==> src/rtl/avg_pkg.sv <==
// Shared types and widths for the vector line queue and its rasterizer.
package avg_pkg;

  localparam int unsigned COORD_W = 13;
  localparam int unsigned INT_W   = 4;
  localparam int unsigned CUR_W   = 14;
  localparam int unsigned ERR_W   = 16;
  localparam int unsigned PIX_W   = 10;

  typedef struct packed {
    logic [COORD_W-1:0] start_x;
    logic [COORD_W-1:0] start_y;
    logic [COORD_W-1:0] end_x;
    logic [COORD_W-1:0] end_y;
    logic [INT_W-1:0]   intensity;
  } line_t;

  typedef enum logic [1:0] {
    RS_IDLE,
    RS_SETUP,
    RS_DRAW
  } raster_state_t;

  // Widen a queue coordinate into the stepper's signed coordinate space.
  function automatic logic signed [CUR_W-1:0] sext_coord(input logic [COORD_W-1:0] c);
    return {c[COORD_W-1], c};
  endfunction

endpackage

==> src/rtl/bresenham_step.sv <==
// One all-octant Bresenham step: both axis updates are judged against the same e2.
module bresenham_step
  import avg_pkg::*;
(
  input  logic signed [CUR_W-1:0] cur_x_i,
  input  logic signed [CUR_W-1:0] cur_y_i,
  input  logic signed [CUR_W-1:0] end_x_i,
  input  logic signed [CUR_W-1:0] end_y_i,
  input  logic signed [ERR_W-1:0] err_i,
  input  logic signed [ERR_W-1:0] dx_i,
  input  logic signed [ERR_W-1:0] dy_i,
  input  logic                    sx_neg_i,
  input  logic                    sy_neg_i,
  output logic signed [CUR_W-1:0] cur_x_o,
  output logic signed [CUR_W-1:0] cur_y_o,
  output logic signed [ERR_W-1:0] err_o,
  output logic                    last_o
);

  logic signed [ERR_W-1:0] e2;
  logic signed [CUR_W-1:0] step_x;
  logic signed [CUR_W-1:0] step_y;

  assign e2     = err_i <<< 1;
  assign step_x = {CUR_W{sx_neg_i}} | CUR_W'(1);
  assign step_y = {CUR_W{sy_neg_i}} | CUR_W'(1);
  assign last_o = (cur_x_i == end_x_i) && (cur_y_i == end_y_i);

  always_comb begin
    cur_x_o = cur_x_i;
    cur_y_o = cur_y_i;
    err_o   = err_i;
    if (e2 >= dy_i) begin
      err_o   = err_o + dy_i;
      cur_x_o = cur_x_i + step_x;
    end
    if (e2 <= dx_i) begin
      err_o   = err_o + dx_i;
      cur_y_o = cur_y_i + step_y;
    end
  end

endmodule

==> src/rtl/avg_line_raster.sv <==
// Pops lines from the vector queue and streams clipped Bresenham pixels to the
// framebuffer over a valid/ready handshake.
module avg_line_raster
  import avg_pkg::*;
#(
  parameter int SCREEN_W = 640,
  parameter int SCREEN_H = 480,
  parameter int X_OFFSET = 320,
  parameter int Y_OFFSET = 240
) (
  input  logic               clk,
  input  logic               rst,
  input  logic [COORD_W-1:0] QStartX,
  input  logic [COORD_W-1:0] QStartY,
  input  logic [COORD_W-1:0] QEndX,
  input  logic [COORD_W-1:0] QEndY,
  input  logic [INT_W-1:0]   QIntensity,
  input  logic               empty,
  output logic               read,
  output logic [PIX_W-1:0]   pixX,
  output logic [PIX_W-1:0]   pixY,
  output logic [INT_W-1:0]   pixColor,
  output logic               pixWrite,
  input  logic               pixReady,
  output logic               busy
);

  raster_state_t           state_q, state_d;
  line_t                   line_q, line_d;
  logic signed [CUR_W-1:0] cur_x_q, cur_x_d, cur_y_q, cur_y_d;
  logic signed [ERR_W-1:0] err_q, err_d, dx_q, dx_d, dy_q, dy_d;
  logic                    sx_neg_q, sx_neg_d, sy_neg_q, sy_neg_d;
  logic [PIX_W-1:0]        pix_x_q, pix_x_d, pix_y_q, pix_y_d;
  logic [INT_W-1:0]        pix_color_q, pix_color_d;
  logic                    pix_write_q, pix_write_d;
  logic                    busy_q;
  logic                    load;

  logic signed [CUR_W-1:0] x0, y0, x1, y1;
  logic signed [ERR_W-1:0] diff_x, diff_y, abs_x, abs_y;
  logic signed [CUR_W-1:0] nxt_x, nxt_y, tgt_x, tgt_y;
  logic signed [ERR_W-1:0] nxt_err;
  logic                    last;
  logic signed [ERR_W-1:0] px, py;
  logic                    on_screen;

  assign x0 = sext_coord(line_q.start_x);
  assign y0 = sext_coord(line_q.start_y);
  assign x1 = sext_coord(line_q.end_x);
  assign y1 = sext_coord(line_q.end_y);

  assign diff_x = ERR_W'(x1) - ERR_W'(x0);
  assign diff_y = ERR_W'(y1) - ERR_W'(y0);
  assign abs_x  = diff_x[ERR_W-1] ? -diff_x : diff_x;
  assign abs_y  = diff_y[ERR_W-1] ? -diff_y : diff_y;

  bresenham_step u_step (
    .cur_x_i  (cur_x_q),
    .cur_y_i  (cur_y_q),
    .end_x_i  (x1),
    .end_y_i  (y1),
    .err_i    (err_q),
    .dx_i     (dx_q),
    .dy_i     (dy_q),
    .sx_neg_i (sx_neg_q),
    .sy_neg_i (sy_neg_q),
    .cur_x_o  (nxt_x),
    .cur_y_o  (nxt_y),
    .err_o    (nxt_err),
    .last_o   (last)
  );

  // The point about to be presented: the start point out of SETUP, else the next step.
  assign tgt_x     = (state_q == RS_SETUP) ? x0 : nxt_x;
  assign tgt_y     = (state_q == RS_SETUP) ? y0 : nxt_y;
  assign px        = ERR_W'(tgt_x) + ERR_W'(X_OFFSET);
  assign py        = ERR_W'(Y_OFFSET) - ERR_W'(tgt_y);
  assign on_screen = !px[ERR_W-1] && (px < ERR_W'(SCREEN_W)) &&
                     !py[ERR_W-1] && (py < ERR_W'(SCREEN_H));

  always_comb begin
    state_d     = state_q;
    line_d      = line_q;
    cur_x_d     = cur_x_q;
    cur_y_d     = cur_y_q;
    err_d       = err_q;
    dx_d        = dx_q;
    dy_d        = dy_q;
    sx_neg_d    = sx_neg_q;
    sy_neg_d    = sy_neg_q;
    pix_x_d     = pix_x_q;
    pix_y_d     = pix_y_q;
    pix_color_d = pix_color_q;
    pix_write_d = pix_write_q;
    read        = 1'b0;
    load        = 1'b0;

    unique case (state_q)
      RS_IDLE: begin
        pix_write_d = 1'b0;
        if (!empty && !rst) begin
          read             = 1'b1;
          line_d.start_x   = QStartX;
          line_d.start_y   = QStartY;
          line_d.end_x     = QEndX;
          line_d.end_y     = QEndY;
          line_d.intensity = QIntensity;
          state_d          = RS_SETUP;
        end
      end
      RS_SETUP: begin
        dx_d     = abs_x;
        dy_d     = -abs_y;
        sx_neg_d = diff_x[ERR_W-1];
        sy_neg_d = diff_y[ERR_W-1];
        err_d    = abs_x - abs_y;
        cur_x_d  = x0;
        cur_y_d  = y0;
        if (line_q.intensity == '0) begin
          state_d = RS_IDLE;
        end else begin
          state_d = RS_DRAW;
          load    = 1'b1;
        end
      end
      RS_DRAW: begin
        // Off-screen points never wait for the framebuffer.
        if (!pix_write_q || pixReady) begin
          if (last) begin
            state_d     = RS_IDLE;
            pix_write_d = 1'b0;
          end else begin
            cur_x_d = nxt_x;
            cur_y_d = nxt_y;
            err_d   = nxt_err;
            load    = 1'b1;
          end
        end
      end
      default: state_d = RS_IDLE;
    endcase

    if (load) begin
      pix_write_d = on_screen;
      if (on_screen) begin
        pix_x_d     = px[PIX_W-1:0];
        pix_y_d     = py[PIX_W-1:0];
        pix_color_d = line_q.intensity;
      end
    end
  end

  always_ff @(posedge clk) begin
    if (rst) begin
      state_q     <= RS_IDLE;
      line_q      <= '0;
      cur_x_q     <= '0;
      cur_y_q     <= '0;
      err_q       <= '0;
      dx_q        <= '0;
      dy_q        <= '0;
      sx_neg_q    <= 1'b0;
      sy_neg_q    <= 1'b0;
      pix_x_q     <= '0;
      pix_y_q     <= '0;
      pix_color_q <= '0;
      pix_write_q <= 1'b0;
      busy_q      <= 1'b0;
    end else begin
      state_q     <= state_d;
      line_q      <= line_d;
      cur_x_q     <= cur_x_d;
      cur_y_q     <= cur_y_d;
      err_q       <= err_d;
      dx_q        <= dx_d;
      dy_q        <= dy_d;
      sx_neg_q    <= sx_neg_d;
      sy_neg_q    <= sy_neg_d;
      pix_x_q     <= pix_x_d;
      pix_y_q     <= pix_y_d;
      pix_color_q <= pix_color_d;
      pix_write_q <= pix_write_d;
      busy_q      <= (state_d != RS_IDLE);
    end
  end

  assign pixX     = pix_x_q;
  assign pixY     = pix_y_q;
  assign pixColor = pix_color_q;
  assign pixWrite = pix_write_q;
  assign busy     = busy_q;

endmodule

==> config.mk <==
export PLATFORM = sky130hd
export DESIGN_NAME = avg_line_raster
export DESIGN_NICKNAME = d
export VERILOG_FILES = /design/src/rtl/avg_pkg.sv /design/src/rtl/bresenham_step.sv /design/src/rtl/avg_line_raster.sv
export SDC_FILE = /design/constraint.sdc
export NUM_CORES = 1
export LEC_CHECK = 0
export ABC_AREA = 1
export BUFFER_PORTS_ARGS = -buffer_cell sky130_fd_sc_hd__buf_2
export CAP_MARGIN = 20
export CORE_MARGIN = 8
export CORE_UTILIZATION = 60
export DETAILED_ROUTE_END_ITERATION = 12
export MAX_ROUTING_LAYER = met4
export PLACE_DENSITY_LB_ADDON = 0.15
export RECOVER_POWER = 50
export SYNTH_ARGS = -nofsm -noshare
export SYNTH_HDL_FRONTEND = slang
export SYNTH_SLANG_ARGS = --single-unit
==> constraint.sdc <==
create_clock -name clk -period 9.31 [get_ports clk]
set_input_delay 1.862 -clock clk [delete_from_list [all_inputs] [get_ports clk]]
set_output_delay 1.862 -clock clk [all_outputs]
set_load 0.01 [all_outputs]
-- Word-level counts from Yosys, hierarchy flattened
Index checks and enable logic that the tools add are counted.
- output and inout bits: 27
- register bits after elaboration: 162
- word-level logic and storage cells: 94
- input bits: 60
- mux-type cells: 32
- equal/unequal tests: 8
- reductions and logical operators: 20
- add/sub/neg operators: 12
- $lt $le $gt $ge: 4
- operators with widths (operator ; number):
    $mux W14 ; 8
    $mux W16 ; 6
    $pmux W14 S2 ; 2
    $add A16 B16 Y16 ; 2
    $neg A14 Y16 ; 2
    $pmux W16 S2 ; 1
    $add A14 B2 Y14 ; 2
    $eq A14 B13 Y1 ; 2
    $sub A13 B13 Y14 ; 2
    $ge A16 B16 Y1 ; 1
    $le A16 B16 Y1 ; 1
    $neg A16 Y16 ; 1
    $sub A16 B16 Y16 ; 1
    $add A14 B10 Y15 const B ; 1
    $lt A15 B10 Y1 const B ; 1
    $lt A15 B11 Y1 const B ; 1
    $sub A9 B14 Y15 const A ; 1
    $mux W1 ; 8
    $mux W2 ; 4
    $ne A3 B3 Y1 const B ; 2
    $pmux W2 S3 ; 1
    $reduce_and A3 Y1 ; 2
    $logic_and A1 B1 Y1 ; 5
    $logic_not A1 Y1 ; 5
    other kinds (10) ; 14

-- Logic depth before layout (Yosys ltp)
- depth after elaboration: 9
- depth in mapped cells: 37
- mapped depth without buffers: 36

-- Modules after synthesis
A second synthesis with hierarchy kept.
- cell total of the unflattened synthesis: 2295
- area, all modules: 14682.8 µm²
- modules (own cells, without submodules) (module ; times used ; area each (µm²) ; cells each):
    avg_line_raster ; 1 ; 10014.6 ; 1477
    bresenham_step ; 1 ; 4668.2 ; 818

-- Worst setup path before layout
OpenSTA, ideal clock, no wires.
- kind: in2out
- start: in rst
- end: out read
- arrival time: 2.701 ns
- slack: 4.747 ns
- required time: 7.448 ns
- path buffers: 2
- cell stages on the path: 5
- cell sequence: clkbuf_1 > nor2_1 > nand2_1 > clkinv_1 > clkbuf_1
- word-level cells in the longest chain between the ends: 4
- ends and longest elaborated chain (element ; line ; source):
    start, declared ; avg_line_raster.sv:12 ; input logic rst,
    $logic_not A1 Y1 ; avg_line_raster.sv:101 ; if (!empty && !rst) begin
    $logic_and A1 B1 Y1 ; avg_line_raster.sv:101 ;
    $mux W1 ; avg_line_raster.sv:101 ;
    $mux W1 ; avg_line_raster.sv:98 ; unique case (state_q)
    end, declared ; avg_line_raster.sv:19 ; output logic read,
Every way passes these cells.

-- Worst setup path in the final report
- start: reg state_q[1]
- end: reg pix_y_q[1], in the netlist pixY[1]
- word-level cells in the longest chain between the ends: 8
- elaborated cells on any way between the ends: 15
- those cells by class: add/sub (2); order compare (2); eq/ne (2); mux (3); reduce/logical (6)
- ends and longest elaborated chain (element ; line ; source):
    start, declared ; avg_line_raster.sv:28 ; raster_state_t state_q, state_d;
    start signal, assigned ; avg_line_raster.sv:170 ; state_q <= state_d;
    $eq A2 B1 Y1 ; avg_line_raster.sv:74, avg_line_raster.sv:75, avg_line_raster.sv:98 ;
    $mux W14 ; avg_line_raster.sv:74 ; assign tgt_x = (state_q == RS_SETUP) ? x0 : nxt_x;
    $add A14 B10 Y15 ; avg_line_raster.sv:76 ; assign px = ERR_W'(tgt_x) + ERR_W'(X_OFFSET);
    $lt A15 B11 Y1 / $logic_not A1 Y1 (equally long branches) ; avg_line_raster.sv:78 ; assign on_screen = !px[ERR_W-1] && (px < ERR_W'(SCREEN_W)) &&
    $logic_and A1 B1 Y1 (2 in a row) ; avg_line_raster.sv:78 ;
    $logic_and A1 B1 Y1 ; avg_line_raster.sv:79 ; !py[ERR_W-1] && (py < ERR_W'(SCREEN_H));
    $reduce_and A2 Y1 (no source line) ; -- ;
    end signal, assigned ; avg_line_raster.sv:180 ; pix_y_q <= pix_y_d;
    end, declared ; avg_line_raster.sv:33 ; logic [PIX_W-1:0] pix_x_q, pix_x_d, pix_y_q, pix_y_d;
Parallel ways exist; a longest one is shown, timed or not.
A chain may end at the register's enable or synchronous reset.

==> impl_metrics.json <==
{
  "holdPathEnd": "dx_q[15]",
  "power_frac_clock_pct": 16.5,
  "whs_ns": 0.4416,
  "drt_wl_total_um": 41720,
  "dpl.cell_count": 2446,
  "grtUsageTotal_pct": 29.93,
  "drive_gt1_share_pct": 6.524,
  "diodes": 0,
  "clkTransAtPathRegs_ns": 0.08,
  "grt_overflow_total": 0,
  "io-pin-count": 87,
  "via_per_inst": 5.765,
  "yosysWarningCount": 0,
  "grt_pass1_wl_um": 67140,
  "worst_pin_slew_ns": 3.332,
  "core_area_um2": 22570,
  "rr_startpoint": "state_q[1]",
  "post_drt_wl_per_cell_um": 16.84,
  "critical_path_cell_count": 20,
  "ctsResizeCount": 0,
  "grt_max_degree": 98,
  "crit_top_cell": "nand2_1",
  "finalHoldViolCount": 0,
  "die_w_um": 167.3,
  "route.vias.total": 14280,
  "worst_slack_ns": 2.670,
  "fmax_mhz": 150.6,
  "finalSetupTns_ns": 0,
  "critical_path.top_delay_family": "buffers and inverters",
  "min_from": "dx_q[15]",
  "peakVddDrop_uv": 323.2,
  "dr.pass1.iters": 6,
  "cp-startpoint": "state_q[1]",
  "powerDensity_nw_per_um2": 304.1,
  "syn_to_final_growth_pct": 8.037,
  "cts_root_buf": "clkbuf_16",
  "rows": 55,
  "power_w": 0.004511,
  "synthArstFlopShare_pct": 0,
  "r2r_cells": 20,
  "fin_nets": 2378,
  "slew_viol_final": 113,
  "syn_area_per_cell_um2": 6.414,
  "place_congestion": 0.9797,
  "pwr-share-seq_pct": 18.7,
  "die_h_um": 167.3,
  "place_ws_ns": 2.908,
  "numCtsBuffers": 17,
  "cp-start-kind": "register",
  "switchingPower_w": 0.002407,
  "path_cells": "inv_1 -> ha_1 -> clkbuf_1 -> inv_1 -> clkbuf_1 -> nand3_1 -> nand2_1 -> ha_1 -> nand3b_1 -> nand2_1 -> nand2_1 -> nand2_1 -> nand2_1 -> nor2_1 -> nand3_1 -> nor2_4 -> nand3_4 -> nand2_1 -> nand2_1 -> nor2_1",
  "antenna_found_initial": 0,
  "critPathBufInv": 4,
  "synth-seq-cells": 161,
  "outcome": "finished with violations",
  "leakage_nw": 7.305,
  "synthFlopType": "dfxtp_1",
  "grt_pass1_vias": 13170,
  "finalCritPeriodShare_pct": 71.32,
  "crit_type": "register to register",
  "clk_path_buf_depth": 2,
  "hold_depth": 2,
  "cpMaxStageDelayCell": "clkbuf_1",
  "fin_crit_ns": 6.640,
  "drc_errors": 0,
  "hp-class": "register to register",
  "finalClockSkew_ns": 0.01522,
  "p_int_w": 0.002105,
  "synth_edf_count": 0,
  "synth-seq-area-share_pct": 23.47,
  "clk_latency_ns": 0.45,
  "swShare_pct": 53.35,
  "cts_tree": "done",
  "r2r-end": "pixY[1]",
  "critPathRequiredTime_ns": 9.69,
  "fin_cells": 2477,
  "netlist_area_um2": 13730,
  "initial_utilization_pct": 60.84,
  "maxSlewHeadroom_pct": -122.1,
  "postCtsSetupBuffers": 0,
  "maxCapViolations": 2,
  "worstPathArrival_ns": 7.02,
  "drt.antenna.violating_nets": 0,
  "rsz0062_at_grt": "no",
  "dieArea_um2": 27980,
  "port_buffers": 86,
  "finalSetupViolCount": 0,
  "violations": "capacitance limit, slew limit",
  "cts_hold_buf": 0,
  "cts_htree_levels": 4,
  "ff2ff_setup_slack_ns": 2.67,
  "syn-num-nets": 2339,
  "drt_iter0_drc": 1398,
  "critPathMaxFanout": 46,
  "clkSinkCount": 161,
  "syn_inst": 2141,
  "synth.distinct_cells": 50,
  "combPwrFrac_pct": 64.8,
  "slowest_delay_ns": 1.70,
  "hpwl_um": 31200,
  "cp-end-kind": "register"
}
## final cells by class
class | count | area, µm²
fillers | 2154 | 7736
inverters | 293 | 1100
clock inverters | 14 | 180.2
multi-input cells | 1613 | 9104
repair buffers | 94 | 446.7
clock buffers | 17 | 425.4
well taps | 285 | 356.6
flip-flops and latches | 161 | 3223
## worst max path at each step
| stage | endpoint | slack [ns] |
|---|---|---|
| CTS | read | 2.93 |
| global route | pixColor[2] | 2.15 |
| finish | pixY[1] | 2.67 |
| detailed placement | read | 2.91 |
| global placement | read | 2.96 |
| floorplan | read | 4.75 |
## power groups by stage
stage	Sequential, W	Combinational [W]	Clock, W
6_report	0.000843	0.00292	0.000744
3_5_place_dp	0.000856	0.00283	0
3_3_place_gp	0.000855	0.00276	0
4_1_cts	0.000840	0.00286	0.000749
2_1_floorplan	0.000827	0.00220	0
5_1_grt	0.000852	0.00328	0.000772
## cell usage in the layout (no fill, tap or decap), types with 5 or more instances in the layout
| master | count |
|---|---|
| nand2_1 | 514 |
| nand4_1 | 42 |
| inv_1 | 286 |
| dfxtp_1 | 161 |
| clkbuf_16 | 17 |
| nor3_1 | 15 |
| a21oi_1 | 209 |
| nand3_1 | 127 |
| xor2_1 | 64 |
| nand2_2 | 5 |
| a31oi_1 | 10 |
| inv_2 | 6 |
| buf_4 | 5 |
| ha_1 | 131 |
| xnor2_1 | 30 |
| fa_1 | 7 |
| clkbuf_1 | 29 |
| nor2_1 | 163 |
| or2_2 | 17 |
| nand3b_1 | 8 |
| a21o_1 | 7 |
| o21ai_0 | 170 |
| o22ai_1 | 10 |
| buf_2 | 60 |
| o21bai_1 | 8 |
| a221oi_1 | 23 |
| o211ai_1 | 5 |
## worst reg2reg max path, cell delays in order, from the launching register on
cell      delay (ns)
dfxtp_1         0.36
inv_1           0.10
ha_1            0.14
clkbuf_1        1.70
inv_1           1.26
clkbuf_1        0.56
nand3_1         0.21
nand2_1         0.17
ha_1            0.25
nand3b_1        0.21
nand2_1         0.12
nand2_1         0.05
nand2_1         0.06
nand2_1         0.05
nor2_1          0.21
nand3_1         0.19
nor2_4          0.18
nand3_4         0.38
nand2_1         0.18
nand2_1         0.06
nor2_1          0.13
## per-layer routing
| metal | track usage, % | routed length (µm) | up-vias |
|---|---|---|---|
| li1 | - | - | 7159 |
| met1 | 38.97 | 18760 | 6463 |
| met2 | 46.83 | 18630 | 561 |
| met3 | 4.303 | 3034 | 97 |
| met4 | 10.52 | 1289 | 0 |
| met5 | - | 0 | - |
## cell usage after synthesis (2+ instances only)
master,number,area (µm²)
o21bai_1,8,60.06
a21oi_2,2,17.52
fa_1,7,140.1
or2_2,17,106.4
o32ai_1,2,17.52
a21oi_1,210,1051
o21a_1,4,30.03
dfxtp_1,161,3223
inv_1,287,1077
o211ai_1,5,37.54
nor3_1,15,75.07
xnor2_1,30,262.8
nand3_1,127,635.6
a22oi_1,4,30.03
nor2_1,163,611.8
buf_6,3,33.78
o22ai_1,10,62.56
clkbuf_1,54,202.7
nor3_2,3,30.03
nor4_1,4,25.02
nand3_4,2,35.03
buf_1,6,22.52
a221oi_1,23,201.4
nand3_2,3,30.03
buf_4,4,30.03
buf_2,7,35.03
o2111ai_1,3,26.28
a211oi_1,2,15.01
nand3b_1,8,60.06
ha_1,131,1639
a21o_1,7,52.55
nand2_2,5,31.28
xor2_1,64,560.5
inv_2,5,18.77
nand4_1,42,262.8
nor2_2,3,18.77
a31oi_1,10,62.56
o21ai_1,4,20.02
o21ai_0,170,850.8
nand2_1,515,1933
nor2_4,2,22.52
## registers in the layout, indices dropped and copies added (netlist names), 4 cells and up, named ones only
signal and flops:
pixColor 4, dx_q 16, line_q 56, cur_y_q 13
err_q 15, pixY 10, dy_q 16, cur_x_q 14
pixX 10
## per-stage QoR
step,cell area [µm²],util (%)
after global placement,14280,63.25
final,14840,65.73
after CTS,14880,65.93
after global routing,14840,65.73
after detailed placement,14280,63.25
after floorplan,13730,-
## cells by family (layout without fill, tap and decap cells)
family,Yosys count,count (layout),share of synthesized area [%]
AO/OA/AOI/OAI,468,468,18.72
XOR/XNOR,94,94,5.995
adder cells (fa/ha/maj),138,138,12.96
buffers and inverters,367,418,10.37
flip-flops,161,161,23.47
AND/OR/NAND/NOR,913,913,28.48
Note: power is estimated with default switching activity, not from simulation.
